`src/rtl/mem_access_unit_if.sv`:
```
// Data bus between the memory access unit (master) and memory (slave).
//
// Handshake: the master raises bus_req with bus_we/bus_addr/bus_be/bus_wdata
// and holds all of them stable until the slave answers with a one-cycle
// bus_ack. bus_rdata is valid in the same cycle as bus_ack. The master drops
// bus_req on the cycle after the ack, or after a timeout.
//
// Signals:
//   bus_req   request in flight           (master -> slave)
//   bus_we    1 = write, 0 = read          (master -> slave)
//   bus_addr  word-aligned byte address    (master -> slave)
//   bus_be    byte enables, bit i = [8i+7:8i]
//   bus_wdata write data, lane-replicated
//   bus_ack   transaction complete         (slave -> master)
//   bus_rdata read data, valid with ack    (slave -> master)
interface mem_access_unit_if #(
  parameter int ADDR_WIDTH = 32
) ();
  logic                  bus_req;
  logic                  bus_we;
  logic [ADDR_WIDTH-1:0] bus_addr;
  logic [3:0]            bus_be;
  logic [31:0]           bus_wdata;
  logic                  bus_ack;
  logic [31:0]           bus_rdata;

  modport master (
    output bus_req, bus_we, bus_addr, bus_be, bus_wdata,
    input  bus_ack, bus_rdata
  );

  modport slave (
    input  bus_req, bus_we, bus_addr, bus_be, bus_wdata,
    output bus_ack, bus_rdata
  );
endinterface

```
`src/rtl/mem_access_unit.sv`:
```
// Multi-cycle load/store unit for the MEM stage of the MIPS pipeline.
//
// Accepts one op at a time from EX (in_valid/in_ready), computes the
// effective address, and either passes NONE ops straight through, raises an
// alignment exception, or runs one request/acknowledge bus transaction.
// Results go to WB as a single-cycle out_valid pulse; the out_* fields hold
// their values between pulses.
//
// Ports:
//   clk, reset                 clock (rising edge), synchronous active-high reset
//   in_valid/in_ready          op handshake from EX
//   in_op, in_base, in_offset  op code and address operands
//   in_store_data              store source (rt)
//   in_wb_en/addr/data         writeback fields from EX (data used for NONE)
//   stall                      high while a bus transaction is in flight
//   out_valid                  one-cycle result pulse to WB
//   out_wb_en/addr/data        writeback result
//   out_exc/code/bad_addr      exception: 1 misaligned load, 2 misaligned
//                              store, 3 bus timeout
//   dbg_state                  current FSM state (0 IDLE, 1 REQ)
//   bus                        master side of the memory bus
module mem_access_unit #(
  parameter int ADDR_WIDTH     = 32,
  parameter bit BIG_ENDIAN     = 1'b1,
  parameter bit ALIGN_CHECK    = 1'b1,
  parameter int TIMEOUT_CYCLES = 255
) (
  input  logic                  clk,
  input  logic                  reset,
  input  logic                  in_valid,
  output logic                  in_ready,
  input  logic [3:0]            in_op,
  input  logic [ADDR_WIDTH-1:0] in_base,
  input  logic [15:0]           in_offset,
  input  logic [31:0]           in_store_data,
  input  logic                  in_wb_en,
  input  logic [4:0]            in_wb_addr,
  input  logic [31:0]           in_wb_data,
  output logic                  stall,
  output logic                  out_valid,
  output logic                  out_wb_en,
  output logic [4:0]            out_wb_addr,
  output logic [31:0]           out_wb_data,
  output logic                  out_exc,
  output logic [1:0]            out_exc_code,
  output logic [ADDR_WIDTH-1:0] out_bad_addr,
  output logic                  dbg_state,
  mem_access_unit_if.master     bus
);

  localparam logic [1:0] SZ_BYTE = 2'd0;
  localparam logic [1:0] SZ_HALF = 2'd1;
  localparam logic [1:0] SZ_WORD = 2'd2;

  localparam logic [1:0] EXC_LOAD    = 2'd1;
  localparam logic [1:0] EXC_STORE   = 2'd2;
  localparam logic [1:0] EXC_TIMEOUT = 2'd3;

  // Counter counts completed wait cycles; the timeout fires in the REQ cycle
  // where it equals TIMEOUT_CYCLES-1, so bus_req is high exactly
  // TIMEOUT_CYCLES cycles.
  localparam int CW      = (TIMEOUT_CYCLES > 1) ? $clog2(TIMEOUT_CYCLES) : 1;
  localparam int TO_LAST = (TIMEOUT_CYCLES > 0) ? TIMEOUT_CYCLES - 1 : 0;

  typedef enum logic {S_IDLE = 1'b0, S_REQ = 1'b1} state_t;

  state_t state_q, state_d;

  // ---------------- op decode on the input side ----------------
  logic [ADDR_WIDTH-1:0] ea;
  logic                  is_load, is_store, is_mem, is_signed;
  logic [1:0]            sz;
  logic                  misaligned;
  logic [1:0]            lane;
  logic [3:0]            be;
  logic [31:0]           wdata;
  logic                  accept;

  assign ea = in_base + {{(ADDR_WIDTH-16){in_offset[15]}}, in_offset};

  always_comb begin
    is_load   = 1'b0;
    is_store  = 1'b0;
    is_signed = 1'b0;
    sz        = SZ_WORD;
    case (in_op)
      4'd1: begin is_load  = 1'b1; sz = SZ_BYTE; is_signed = 1'b1; end
      4'd2: begin is_load  = 1'b1; sz = SZ_BYTE; end
      4'd3: begin is_load  = 1'b1; sz = SZ_HALF; is_signed = 1'b1; end
      4'd4: begin is_load  = 1'b1; sz = SZ_HALF; end
      4'd5: begin is_load  = 1'b1; sz = SZ_WORD; end
      4'd6: begin is_store = 1'b1; sz = SZ_BYTE; end
      4'd7: begin is_store = 1'b1; sz = SZ_HALF; end
      4'd8: begin is_store = 1'b1; sz = SZ_WORD; end
      default: ;
    endcase
  end

  assign is_mem     = is_load | is_store;
  assign misaligned = ALIGN_CHECK && is_mem &&
                      (((sz == SZ_HALF) && ea[0]) ||
                       ((sz == SZ_WORD) && (ea[1:0] != 2'b00)));
  assign accept     = in_valid && in_ready;

  // lane = byte index into the 32-bit bus word (0 = [7:0]). For halves only
  // lane[1] matters: 1 selects the upper half. Ignoring ea[0] (and ea[1] for
  // words) is what forces alignment when ALIGN_CHECK = 0.
  always_comb begin
    lane  = 2'd0;
    be    = 4'b1111;
    wdata = in_store_data;
    case (sz)
      SZ_BYTE: begin
        lane  = BIG_ENDIAN ? ~ea[1:0] : ea[1:0];
        be    = 4'b0001 << lane;
        wdata = {4{in_store_data[7:0]}};
      end
      SZ_HALF: begin
        lane  = {(BIG_ENDIAN ? ~ea[1] : ea[1]), 1'b0};
        be    = lane[1] ? 4'b1100 : 4'b0011;
        wdata = {2{in_store_data[15:0]}};
      end
      default: ;
    endcase
  end

  // ---------------- registered transaction ----------------
  logic                  ld_q, sgn_q, we_q, wb_en_q;
  logic [1:0]            sz_q, lane_q;
  logic [3:0]            be_q;
  logic [31:0]           wdata_q;
  logic [ADDR_WIDTH-1:0] ea_q;
  logic [4:0]            wb_addr_q;
  logic [CW-1:0]         cnt_q;
  logic                  timeout_hit;
  logic [31:0]           load_data;

  assign timeout_hit = (TIMEOUT_CYCLES != 0) && (state_q == S_REQ) &&
                       !bus.bus_ack && (cnt_q == CW'(TO_LAST));

  always_comb begin
    logic [7:0]  b;
    logic [15:0] h;
    case (lane_q)
      2'd0:    b = bus.bus_rdata[7:0];
      2'd1:    b = bus.bus_rdata[15:8];
      2'd2:    b = bus.bus_rdata[23:16];
      default: b = bus.bus_rdata[31:24];
    endcase
    h = lane_q[1] ? bus.bus_rdata[31:16] : bus.bus_rdata[15:0];
    case (sz_q)
      SZ_BYTE: load_data = {{24{sgn_q & b[7]}}, b};
      SZ_HALF: load_data = {{16{sgn_q & h[15]}}, h};
      default: load_data = bus.bus_rdata;
    endcase
  end

  // ---------------- FSM: state register ----------------
  always_ff @(posedge clk) begin
    if (reset) state_q <= S_IDLE;
    else       state_q <= state_d;
  end

  // ---------------- FSM: next state ----------------
  always_comb begin
    state_d = state_q;
    case (state_q)
      S_IDLE: if (accept && is_mem && !misaligned) state_d = S_REQ;
      S_REQ:  if (bus.bus_ack || timeout_hit)     state_d = S_IDLE;
      default: state_d = S_IDLE;
    endcase
  end

  // ---------------- FSM: outputs ----------------
  // Bus fields are gated to zero outside REQ so idle and reset look clean.
  always_comb begin
    in_ready      = (state_q == S_IDLE);
    stall         = (state_q == S_REQ);
    bus.bus_req   = (state_q == S_REQ);
    bus.bus_we    = 1'b0;
    bus.bus_addr  = '0;
    bus.bus_be    = 4'b0000;
    bus.bus_wdata = 32'd0;
    if (state_q == S_REQ) begin
      bus.bus_we    = we_q;
      bus.bus_addr  = {ea_q[ADDR_WIDTH-1:2], 2'b00};
      bus.bus_be    = be_q;
      bus.bus_wdata = wdata_q;
    end
  end

  assign dbg_state = state_q;

  // ---------------- transaction capture and timeout counter ----------------
  always_ff @(posedge clk) begin
    if (reset) begin
      ld_q      <= 1'b0;
      sgn_q     <= 1'b0;
      we_q      <= 1'b0;
      wb_en_q   <= 1'b0;
      sz_q      <= SZ_WORD;
      lane_q    <= 2'd0;
      be_q      <= 4'd0;
      wdata_q   <= 32'd0;
      ea_q      <= '0;
      wb_addr_q <= 5'd0;
      cnt_q     <= '0;
    end else if (state_q == S_IDLE) begin
      cnt_q <= '0;
      if (accept && is_mem && !misaligned) begin
        ld_q      <= is_load;
        sgn_q     <= is_signed;
        we_q      <= is_store;
        wb_en_q   <= in_wb_en;
        sz_q      <= sz;
        lane_q    <= lane;
        be_q      <= be;
        wdata_q   <= wdata;
        ea_q      <= ea;
        wb_addr_q <= in_wb_addr;
      end
    end else if (!bus.bus_ack) begin
      cnt_q <= cnt_q + CW'(1);
    end
  end

  // ---------------- result to WB ----------------
  always_ff @(posedge clk) begin
    if (reset) begin
      out_valid    <= 1'b0;
      out_wb_en    <= 1'b0;
      out_wb_addr  <= 5'd0;
      out_wb_data  <= 32'd0;
      out_exc      <= 1'b0;
      out_exc_code <= 2'd0;
      out_bad_addr <= '0;
    end else begin
      out_valid <= 1'b0;
      if (state_q == S_IDLE && accept && !is_mem) begin
        out_valid    <= 1'b1;
        out_wb_en    <= in_wb_en;
        out_wb_addr  <= in_wb_addr;
        out_wb_data  <= in_wb_data;
        out_exc      <= 1'b0;
        out_exc_code <= 2'd0;
        out_bad_addr <= '0;
      end else if (state_q == S_IDLE && accept && misaligned) begin
        out_valid    <= 1'b1;
        out_wb_en    <= 1'b0;
        out_wb_addr  <= in_wb_addr;
        out_wb_data  <= 32'd0;
        out_exc      <= 1'b1;
        out_exc_code <= is_load ? EXC_LOAD : EXC_STORE;
        out_bad_addr <= ea;
      end else if (state_q == S_REQ && bus.bus_ack) begin
        out_valid    <= 1'b1;
        out_wb_en    <= ld_q & wb_en_q;
        out_wb_addr  <= wb_addr_q;
        out_wb_data  <= ld_q ? load_data : 32'd0;
        out_exc      <= 1'b0;
        out_exc_code <= 2'd0;
        out_bad_addr <= '0;
      end else if (timeout_hit) begin
        out_valid    <= 1'b1;
        out_wb_en    <= 1'b0;
        out_wb_addr  <= wb_addr_q;
        out_wb_data  <= 32'd0;
        out_exc      <= 1'b1;
        out_exc_code <= EXC_TIMEOUT;
        out_bad_addr <= ea_q;
      end
    end
  end

endmodule

```
`src/flat_wrapper.sv`:
```
// flat-port wrapper written by rule: the top's interface ports become plain ports
module mem_access_unit_flat 
#(
  parameter int ADDR_WIDTH     = 32,
  parameter bit BIG_ENDIAN     = 1'b1,
  parameter bit ALIGN_CHECK    = 1'b1,
  parameter int TIMEOUT_CYCLES = 255
)
  (clk, reset, in_valid, in_ready, in_op, in_base, in_offset, in_store_data, in_wb_en, in_wb_addr, in_wb_data, stall, out_valid, out_wb_en, out_wb_addr, out_wb_data, out_exc, out_exc_code, out_bad_addr, dbg_state, bus_bus_req, bus_bus_we, bus_bus_addr, bus_bus_be, bus_bus_wdata, bus_bus_ack, bus_bus_rdata);
  mem_access_unit_if #(.ADDR_WIDTH(ADDR_WIDTH)) bus_i ();
  input  logic clk;
  input  logic reset;
  input  logic in_valid;
  output logic in_ready;
  input  logic [3:0] in_op;
  input  logic [ADDR_WIDTH-1:0] in_base;
  input  logic [15:0] in_offset;
  input  logic [31:0] in_store_data;
  input  logic in_wb_en;
  input  logic [4:0] in_wb_addr;
  input  logic [31:0] in_wb_data;
  output logic stall;
  output logic out_valid;
  output logic out_wb_en;
  output logic [4:0] out_wb_addr;
  output logic [31:0] out_wb_data;
  output logic out_exc;
  output logic [1:0] out_exc_code;
  output logic [ADDR_WIDTH-1:0] out_bad_addr;
  output logic dbg_state;
  output wire logic [$bits(bus_i.bus_req)-1:0] bus_bus_req;
  output wire logic [$bits(bus_i.bus_we)-1:0] bus_bus_we;
  output wire logic [$bits(bus_i.bus_addr)-1:0] bus_bus_addr;
  output wire logic [$bits(bus_i.bus_be)-1:0] bus_bus_be;
  output wire logic [$bits(bus_i.bus_wdata)-1:0] bus_bus_wdata;
  input wire logic [$bits(bus_i.bus_ack)-1:0] bus_bus_ack;
  input wire logic [$bits(bus_i.bus_rdata)-1:0] bus_bus_rdata;
  assign bus_bus_req = bus_i.bus_req;
  assign bus_bus_we = bus_i.bus_we;
  assign bus_bus_addr = bus_i.bus_addr;
  assign bus_bus_be = bus_i.bus_be;
  assign bus_bus_wdata = bus_i.bus_wdata;
  assign bus_i.bus_ack = bus_bus_ack;
  assign bus_i.bus_rdata = bus_bus_rdata;
  mem_access_unit #(.ADDR_WIDTH(ADDR_WIDTH), .BIG_ENDIAN(BIG_ENDIAN), .ALIGN_CHECK(ALIGN_CHECK), .TIMEOUT_CYCLES(TIMEOUT_CYCLES)) u_core (.clk(clk), .reset(reset), .in_valid(in_valid), .in_ready(in_ready), .in_op(in_op), .in_base(in_base), .in_offset(in_offset), .in_store_data(in_store_data), .in_wb_en(in_wb_en), .in_wb_addr(in_wb_addr), .in_wb_data(in_wb_data), .stall(stall), .out_valid(out_valid), .out_wb_en(out_wb_en), .out_wb_addr(out_wb_addr), .out_wb_data(out_wb_data), .out_exc(out_exc), .out_exc_code(out_exc_code), .out_bad_addr(out_bad_addr), .dbg_state(dbg_state), .bus(bus_i));
endmodule
```
`config.mk`:
```
export PLATFORM = sky130hd
export DESIGN_NAME = mem_access_unit_flat
export DESIGN_NICKNAME = d
export VERILOG_FILES = /design/src/rtl/mem_access_unit_if.sv /design/src/rtl/mem_access_unit.sv /design/src/flat_wrapper.sv
export SDC_FILE = /design/constraint.sdc
export NUM_CORES = 1
export LEC_CHECK = 0
export CORE_ASPECT_RATIO = 0.6
export CORE_MARGIN = 3
export CORE_UTILIZATION = 30
export CTS_CLUSTER_SIZE = 16
export DETAILED_ROUTE_END_ITERATION = 16
export GPL_TIMING_DRIVEN = 0
export PLACE_DENSITY = 0.58
export REMOVE_ABC_BUFFERS = 1
export SLEW_MARGIN = 5
export SYNTH_ARGS = -nofsm -noshare
export SYNTH_HDL_FRONTEND = slang
export SYNTH_SLANG_ARGS = --single-unit
export TNS_END_PERCENT = 10
```
`constraint.sdc`:
```
create_clock -name clk -period 2.97 [get_ports clk]
set_input_delay 0.7425 -clock clk [delete_from_list [all_inputs] [get_ports clk]]
set_output_delay 0.7425 -clock clk [all_outputs]
set_load 0.02 [all_outputs]
```
==> impl_metrics.py, run 1 <==
metrics = {
    "pwr": {
        "power_mw": 6.78,
        "power_density_nw_per_um2": 467,
        "power.leakage_nw": 5.88,
        "ir_worst_vdd_uv": 351,
    },
    "setup_path": {
        "critical-path-slowest-cell": "nor4_1",
        "end_kind": "register",
        "critPathLaunch": "in_base[17]",
        "path_cells": "clkdlybuf4s50_1 > ha_1 > nand2_1 > o21ai_2 > nor2_1 > nor4_1 > o22ai_4 > xor2_2 > a211oi_2",
        "critPathBufInv": 1,
        "crit_family": "simple AND/OR/NAND/NOR gates",
        "worst_ep_arrival_time_ps": 3330,
        "crit_fanout": 6,
        "required_ps": 3330,
        "max_stage_delay_ps": 460,
        "crit_type": "in -> reg",
        "setup.worst_path.start_class": "input port",
        "r2r-start": "u_core.bus.bus_req",
    },
    "final_layout": {
        "nets": 1694,
        "regArea_sq_um": 3290,
        "multi_input_area_sq_um": 6320,
        "fin_util_pct": 46.2,
        "syn_to_final_growth_pct": 50.3,
        "diodes": 0,
        "fillers": 3054,
        "drive_above_1_share_pct": 11.9,
    },
    "outcome": {
        "status": "finished, final reports clean",
    },
    "sta": {
        "finalSetupViolCount": 0,
        "max_slew_margin_pct": 42.6,
        "slew_violations": 0,
        "period_share_pct": 99.8,
        "finalCriticalPeriod_ps": 2960,
        "finalSetupTns_ps": 0,
        "finClkSkew_ps": 13.0,
        "hold_viol_final": 0,
        "timing.fmax_ghz": 0.337,
        "rsz0062_at_grt": "yes",
        "worst_pin_slew_ps": 861,
    },
    "cts": {
        "clock_sinks": 164,
        "cts_made_buffers": 17,
        "cts_root_buffer": "clkbuf_16",
        "clk_pin_slew_ps": 70,
        "htree_levels": 4,
        "cts_tree": "yes",
        "clk_latency_ps": 440,
        "cts_buffer_depth": 2,
    },
    "yosys": {
        "synth_edf_count": 0,
        "synth_flop_cell": "dfxtp_1",
        "avgSynthCellArea_sq_um": 7.84,
        "async_flop_share_pct": 0,
        "syn_area_sq_um": 9660,
        "ys_seq_area_share_pct": 34.0,
        "syn-instance-count": 1232,
        "synth_cell_types": 75,
        "yosysWarnings": 0,
        "synth_seq_cells": 164,
    },
    "placement": {
        "io_buffer_count": 302,
        "dp_hpwl_um": 27400,
        "finalWeightedCongestion": 0.887,
    },
    "global_route": {
        "grt_pass1_wl_um": 60300,
        "grt_remaining_overflow": 0,
        "grt_max_degree": 91,
        "grt_pass1_vias": 10020,
        "antenna_found_initial": 0,
        "grt_use_total_pct": 22.5,
    },
    "detailed_routing": {
        "totalWireLength_um": 39800,
        "drt_pass1_iterations": 8,
        "avgRoutedWirePerCell_um": 20.7,
        "via_per_inst": 5.32,
        "postRouteAntennaNets": 0,
        "drc": 0,
        "drt_iter0_markers": 827,
        "vias": 10266,
    },
    "min_path": {
        "hp-start": "u_core.wb_addr_q[1]",
        "hp-class": "reg -> reg",
    },
    "floorplanning": {
        "core.rowCount": 50,
        "core_sq_um": 31500,
        "dieArea_sq_um": 34500,
        "die_h_um": 145,
        "die_w_um": 238,
        "initial_core_util_pct": 30.7,
        "boundaryPins": 305,
    },
    "run": {
        "drv_cap": 0,
    },
}
synth_stat cells, drive strengths merged, types with 3 or more instances:
cell,count,share of area (%)
or2,4,0.26
o21ai,92,4.9
nor3b,18,1.5
a21oi,118,6.2
ha,33,4.3
a21boi,12,1.0
nand4,10,0.80
a31oi,9,0.58
nor4,4,0.32
or3,6,0.39
buf,37,2.4
o22ai,13,0.84
o31ai,5,0.63
o221ai,13,1.2
inv,22,0.85
and4,4,0.36
nand2b,5,0.32
o2111ai,3,0.27
mux2i,27,2.8
a221oi,10,0.91
xor2,28,2.5
a311oi,18,1.6
clkbuf,62,2.4
nand3,28,1.5
a211o,3,0.27
nor2,126,5.0
a211oi,30,2.6
nor2b,5,0.32
nand2,144,5.6
mux2,10,1.2
and2,71,4.6
nor3,17,0.88
a21o,9,0.70
o21bai,3,0.23
dfxtp,164,34
o211ai,8,0.62
a222oi,8,0.83
and3,14,0.91
a22oi,9,0.70
xnor2,6,0.54
final timing paths:
kind,endpoint,cells past startpoint,slack [ps]
min reg2reg,u_core.wb_addr_q[1],2,450
max,u_core.ea_q[27],9,5
max reg2reg,u_core.out_bad_addr[28],8,320
min,u_core.wb_addr_q[1],2,450
layer usage:
layer / vias up / GRT usage (%) / share of wire, %
met4: 0 / 6.01 / 1.6
met1: 4891 / 32.9 / 49
met5: - / 0 / 0
met3: 39 / 6.97 / 8.5
met2: 375 / 31.7 / 41
li1: 4961 / - / -
worst reg2reg max path: stages, from the launching register on:
cell,delay (ps)
dfxtp_4,470
buf_12,250
nor2b_2,270
nand3_2,200
nor4_4,360
buf_8,210
nand2_1,330
a211o_1,390
o211ai_1,80
area by class of cell:
class	count	area share (%)
clock buffer	20	3.29
clock inverter	10	0.999
inverter	23	0.594
multi-input combinational	949	43.5
sequential	164	22.6
tap	416	3.58
timing repair buffer	347	25.4
cells in the final DEF, fill, tap and decap left out, types with 9 or more instances in the layout:
master and instances:
ha_1 19, and3_1 12, nor3_1 16, a211oi_1 22
dlymetal6s2s_1 31, a21oi_2 12, nand2_1 143, buf_4 28
nor2_1 122, nand3_1 25, a311oi_1 16, inv_1 22
o22ai_1 12, o221ai_1 13, o21ai_0 68, clkdlybuf4s50_1 263
a21oi_1 102, o21ai_1 19, xor2_1 26, a22oi_1 9
mux2i_1 27, nor3b_1 16, and2_1 71, dfxtp_1 162
clkbuf_16 18, mux2_2 10, nand4_1 9, a21boi_0 9
report_power, final:
| part | switching [mW] | total, mW | internal, mW |
|---|---|---|---|
| clock | 1.01 | 2.43 | 1.42 |
| sequential | 0.0998 | 2.45 | 2.35 |
| combinational | 1.05 | 1.91 | 0.861 |
| total | 2.16 | 6.78 | 4.63 |
repair_timing:
action,in CTS,in global routing
endpoints found under the hold margin,0,0
buffers inserted,29,3
pin swaps,19,10
resized for setup,75,66
gates cloned,3,0
hold buffers,0,0
endpoints found under the setup margin,209,86
state kept, by name, summed over array words and instances (netlist names), 2 cells and up:
signal and flops:
u_core.be_q 4, u_core.cnt_q 8, u_core.ea_q 32, u_core.lane_q 2, u_core.out_bad_addr 32, u_core.out_exc_code 2
u_core.out_wb_addr 5, u_core.out_wb_data 32, u_core.sz_q 2, u_core.wb_addr_q 5, u_core.wdata_q 32
stage by stage:
stage	cells	cell area, sq um	hold slack (ps)	setup WS, ps
4_1_cts	1926	14300	457	-16.6
3_3_place_gp	1852	12700	437	-9380
2_1_floorplan	1134	9200	426	-3680
6_report	1929	14500	453	5.25
3_5_place_dp	1865	13100	448	-1520
5_1_grt	1929	14500	478	-65.7
cell families after synthesis:
family,Yosys count,share of synthesized area [%]
adder cells (fa/ha/maj),34,4.48
AO/OA/AOI/OAI,379,25.6
other,1,0.0388
buffers and inverters,122,5.71
XOR/XNOR,34,3.08
flip-flops,164,34.0
multiplexers,37,3.96
AND/OR/NAND/NOR,461,23.1
Power figures use the tool's default switching activity.
==> run 2, diff against run 1 <==
Settings changed: ABC_AREA from default to 1, PLACE_DENSITY 0.58 to 0.57.
==> run 2 against run 1 <==
Sequential power hardly changed. Total power is 4.5% lower. Flip-flop and latch count stayed put. Via count is 20% higher. Critical endpoint is now u_core.wdata_q[22]. Core utilization is 3.4 points lower. Worst setup slack better by 100 ps. First-iteration DRC count is 4.6% higher. Non-clock buffer count is 19 lower. Clock skew is 1.8 ps lower.
==> impl_metrics.py, run 2 <==
metrics = {
    "sta": {
        "setup_slack_ps": 105,
        "finalSetupViolCount": 0,
        "slew_violations": 0,
        "timing.fmax_ghz": 0.349,
        "hold_viol_final": 0,
        "period_share_pct": 96.5,
        "worst_pin_slew_ps": 895,
        "finClkSkew_ps": 11.2,
        "finalSetupTns_ps": 0,
        "rsz0062_at_grt": "no",
        "finalCriticalPeriod_ps": 2870,
        "max_slew_margin_pct": 40.3,
    },
    "setup_path": {
        "required_ps": 3290,
        "setup.worst_path.start_class": "input port",
        "crit_type": "in -> reg",
        "ff2ff_path_depth": 13,
        "end_kind": "register",
        "r2r-end": "u_core.out_wb_addr[2]",
        "r2r-start": "u_core.cnt_q[0]",
        "worst_ep_arrival_time_ps": 3180,
        "crit_fanout": 52,
        "r2r_slack_ps": 300,
        "critPathLaunch": "in_base[0]",
    },
    "yosys": {
        "syn_area_sq_um": 10800,
        "yosysWarnings": 0,
        "synth_cell_types": 45,
        "synthTopCellsByArea": "dfxtp_1, nand2_1, inv_1, a21oi_1, nand3_1",
        "synth_xor_xnor_area_share_pct": 1.14,
        "synth_compound_area_share_pct": 14.8,
        "synth.area.mux_share_pct": 0,
        "synth_commonest_cells": "nand2_1, inv_1, dfxtp_1",
        "synthDominantCellAreaShare_pct": 30.5,
        "synth_flop_cell": "dfxtp_1",
        "ys_seq_area_share_pct": 30.5,
        "synth_edf_count": 0,
        "async_flop_share_pct": 0,
        "synthAdderAreaFrac_pct": 4.02,
        "yosys.area_share.simple_pct": 35.6,
        "synth_top_family_by_area": "simple AND/OR/NAND/NOR gates",
        "avgSynthCellArea_sq_um": 6.04,
        "syn-instance-count": 1784,
        "synth_seq_cells": 164,
        "synth_top_cell_by_area": "dfxtp_1",
        "yosysMostFrequentCell": "nand2_1",
    },
    "global_route": {
        "grt_use_total_pct": 23.4,
        "grt_remaining_overflow": 0,
        "grt_pass1_vias": 11697,
        "antenna_found_initial": 1,
        "grt_pass1_wl_um": 69200,
        "grt_max_degree": 55,
    },
    "detailed_routing": {
        "postRouteAntennaNets": 0,
        "avgRoutedWirePerCell_um": 17.9,
        "drt_iter0_markers": 865,
        "drc": 0,
        "drt_pass1_iterations": 7,
        "totalWireLength_um": 45500,
        "via_per_inst": 4.83,
        "vias": 12283,
    },
    "placement": {
        "dp_hpwl_um": 30200,
        "finalWeightedCongestion": 0.943,
        "io_buffer_count": 302,
        "place_ws_ps": -2290,
        "dp_cells": 2478,
    },
    "cts": {
        "cts_buffer_depth": 2,
        "cts_made_buffers": 17,
        "clk_pin_slew_ps": 80,
        "hold_buffers": 0,
        "clock_sinks": 164,
        "cts_root_buffer": "clkbuf_16",
        "clk_latency_ps": 450,
        "cts_tree": "yes",
        "htree_levels": 4,
    },
    "min_path": {
        "hp-class": "reg -> reg",
        "hold_depth": 2,
        "min_delay_worst_endpoint": "u_core.out_wb_data[3]",
        "hp-start": "u_core.out_wb_data[3]",
    },
    "pwr": {
        "ir_worst_vdd_uv": 423,
        "power_density_nw_per_um2": 431,
        "power.leakage_nw": 7.25,
        "power_mw": 6.48,
    },
    "final_layout": {
        "nets": 2253,
        "final_cells": 2542,
        "fin_util_pct": 42.7,
        "syn_to_final_growth_pct": 39.7,
        "drive_above_1_share_pct": 6.08,
        "layout_common_cells": "nand2_1, clkdlybuf4s50_1, inv_1",
        "layout_commonest_cell": "nand2_1",
    },
    "floorplanning": {
        "dieArea_sq_um": 38300,
        "boundaryPins": 305,
        "initial_core_util_pct": 30.6,
        "die_w_um": 251,
        "core_sq_um": 35200,
        "core.rowCount": 53,
        "die_h_um": 153,
    },
    "run": {
        "drv_cap": 0,
    },
    "outcome": {
        "status": "finished, final reports clean",
    },
}
-- run 2: changes by cell type after synthesis, sizes merged, moves of 24 or more --
cell / previous run / this run
mux2i: 27 / 0
or2: 4 / 28
a211oi: 30 / 1
and2: 71 / 4
nand2: 144 / 621
inv: 22 / 270
clkbuf: 62 / 32
nand3: 28 / 110
-- run 2: what timing repair did --
action / 4_1_cts / 5_1_grt
setup buffers: 12 / 9
setup endpoints to repair: 170 / 125
gates resized for setup: 22 / 10
pin swaps: 10 / 6
cloned: 9 / 1
-- run 2: cell families (layout without fill, tap and decap cells) --
kind of cell,Yosys count,in the layout
buffers and inverters,357,637
AOI/OAI and AO/OA,286,286
and+or+nand+nor,928,937
adders and majority gates,34,34
xor gates and xnor gates,14,14
DFF,164,164
other,1,3
-- run 2: cell type report --
class                   instances  area [sq um]
flip-flops and latches        164          3290
repair buffers                328          3330
well taps                     467           584
repair inverters                1          16.3
diodes                          1          2.50
fillers                      3720         20200
clock inverters                14           106
multi-input cells            1273          6210
clock buffers                  18           429
inverters                     276          1080
-- run 2: worst max-delay path by stage --
stage	endpoint	slack, ps	depth (start not counted)
global route	u_core.out_bad_addr[2]	0.06	14
global placement	u_core.out_exc	-4750	6
CTS	u_core.out_wb_data[31]	-20	13
detailed placement	u_core.out_wb_addr[2]	-2290	11
floorplan	u_core.ea_q[17]	-1420	8
finish	u_core.wdata_q[22]	100	12
-- run 2: worst max-delay path, cell delays in order --
cell,delay (ps)
clkdlybuf4s50_1,450
ha_4,210
fa_2,600
nand3_2,110
nand2_4,100
nand2_4,110
nand2_8,250
clkinv_16,210
nand2_8,170
nand2_1,60
nand2_1,60
a21oi_1,50
-- run 2: power breakdown --
group,switching [mW],internal (mW)
Sequential,0.0947,2.34
Clock,1.05,1.08
Combinational,1.14,0.766
Total,2.29,4.19
-- run 2: layer usage --
| layer | track usage [%] | vias to the layer above | wire (um) |
|---|---|---|---|
| li1 | - | 6147 | - |
| met1 | 35.8 | 5669 | 23300 |
| met2 | 33.2 | 433 | 18000 |
| met3 | 4.62 | 34 | 3540 |
| met4 | 5.80 | 0 | 654 |
| met5 | 0 | - | 0 |
-- run 2: metrics by stage --
step	instance area (sq um)	hold slack [ps]
floorplan	10300	432
global placement	13900	443
detailed placement	14000	453
CTS	14900	463
global route	15000	474
finish	15000	460
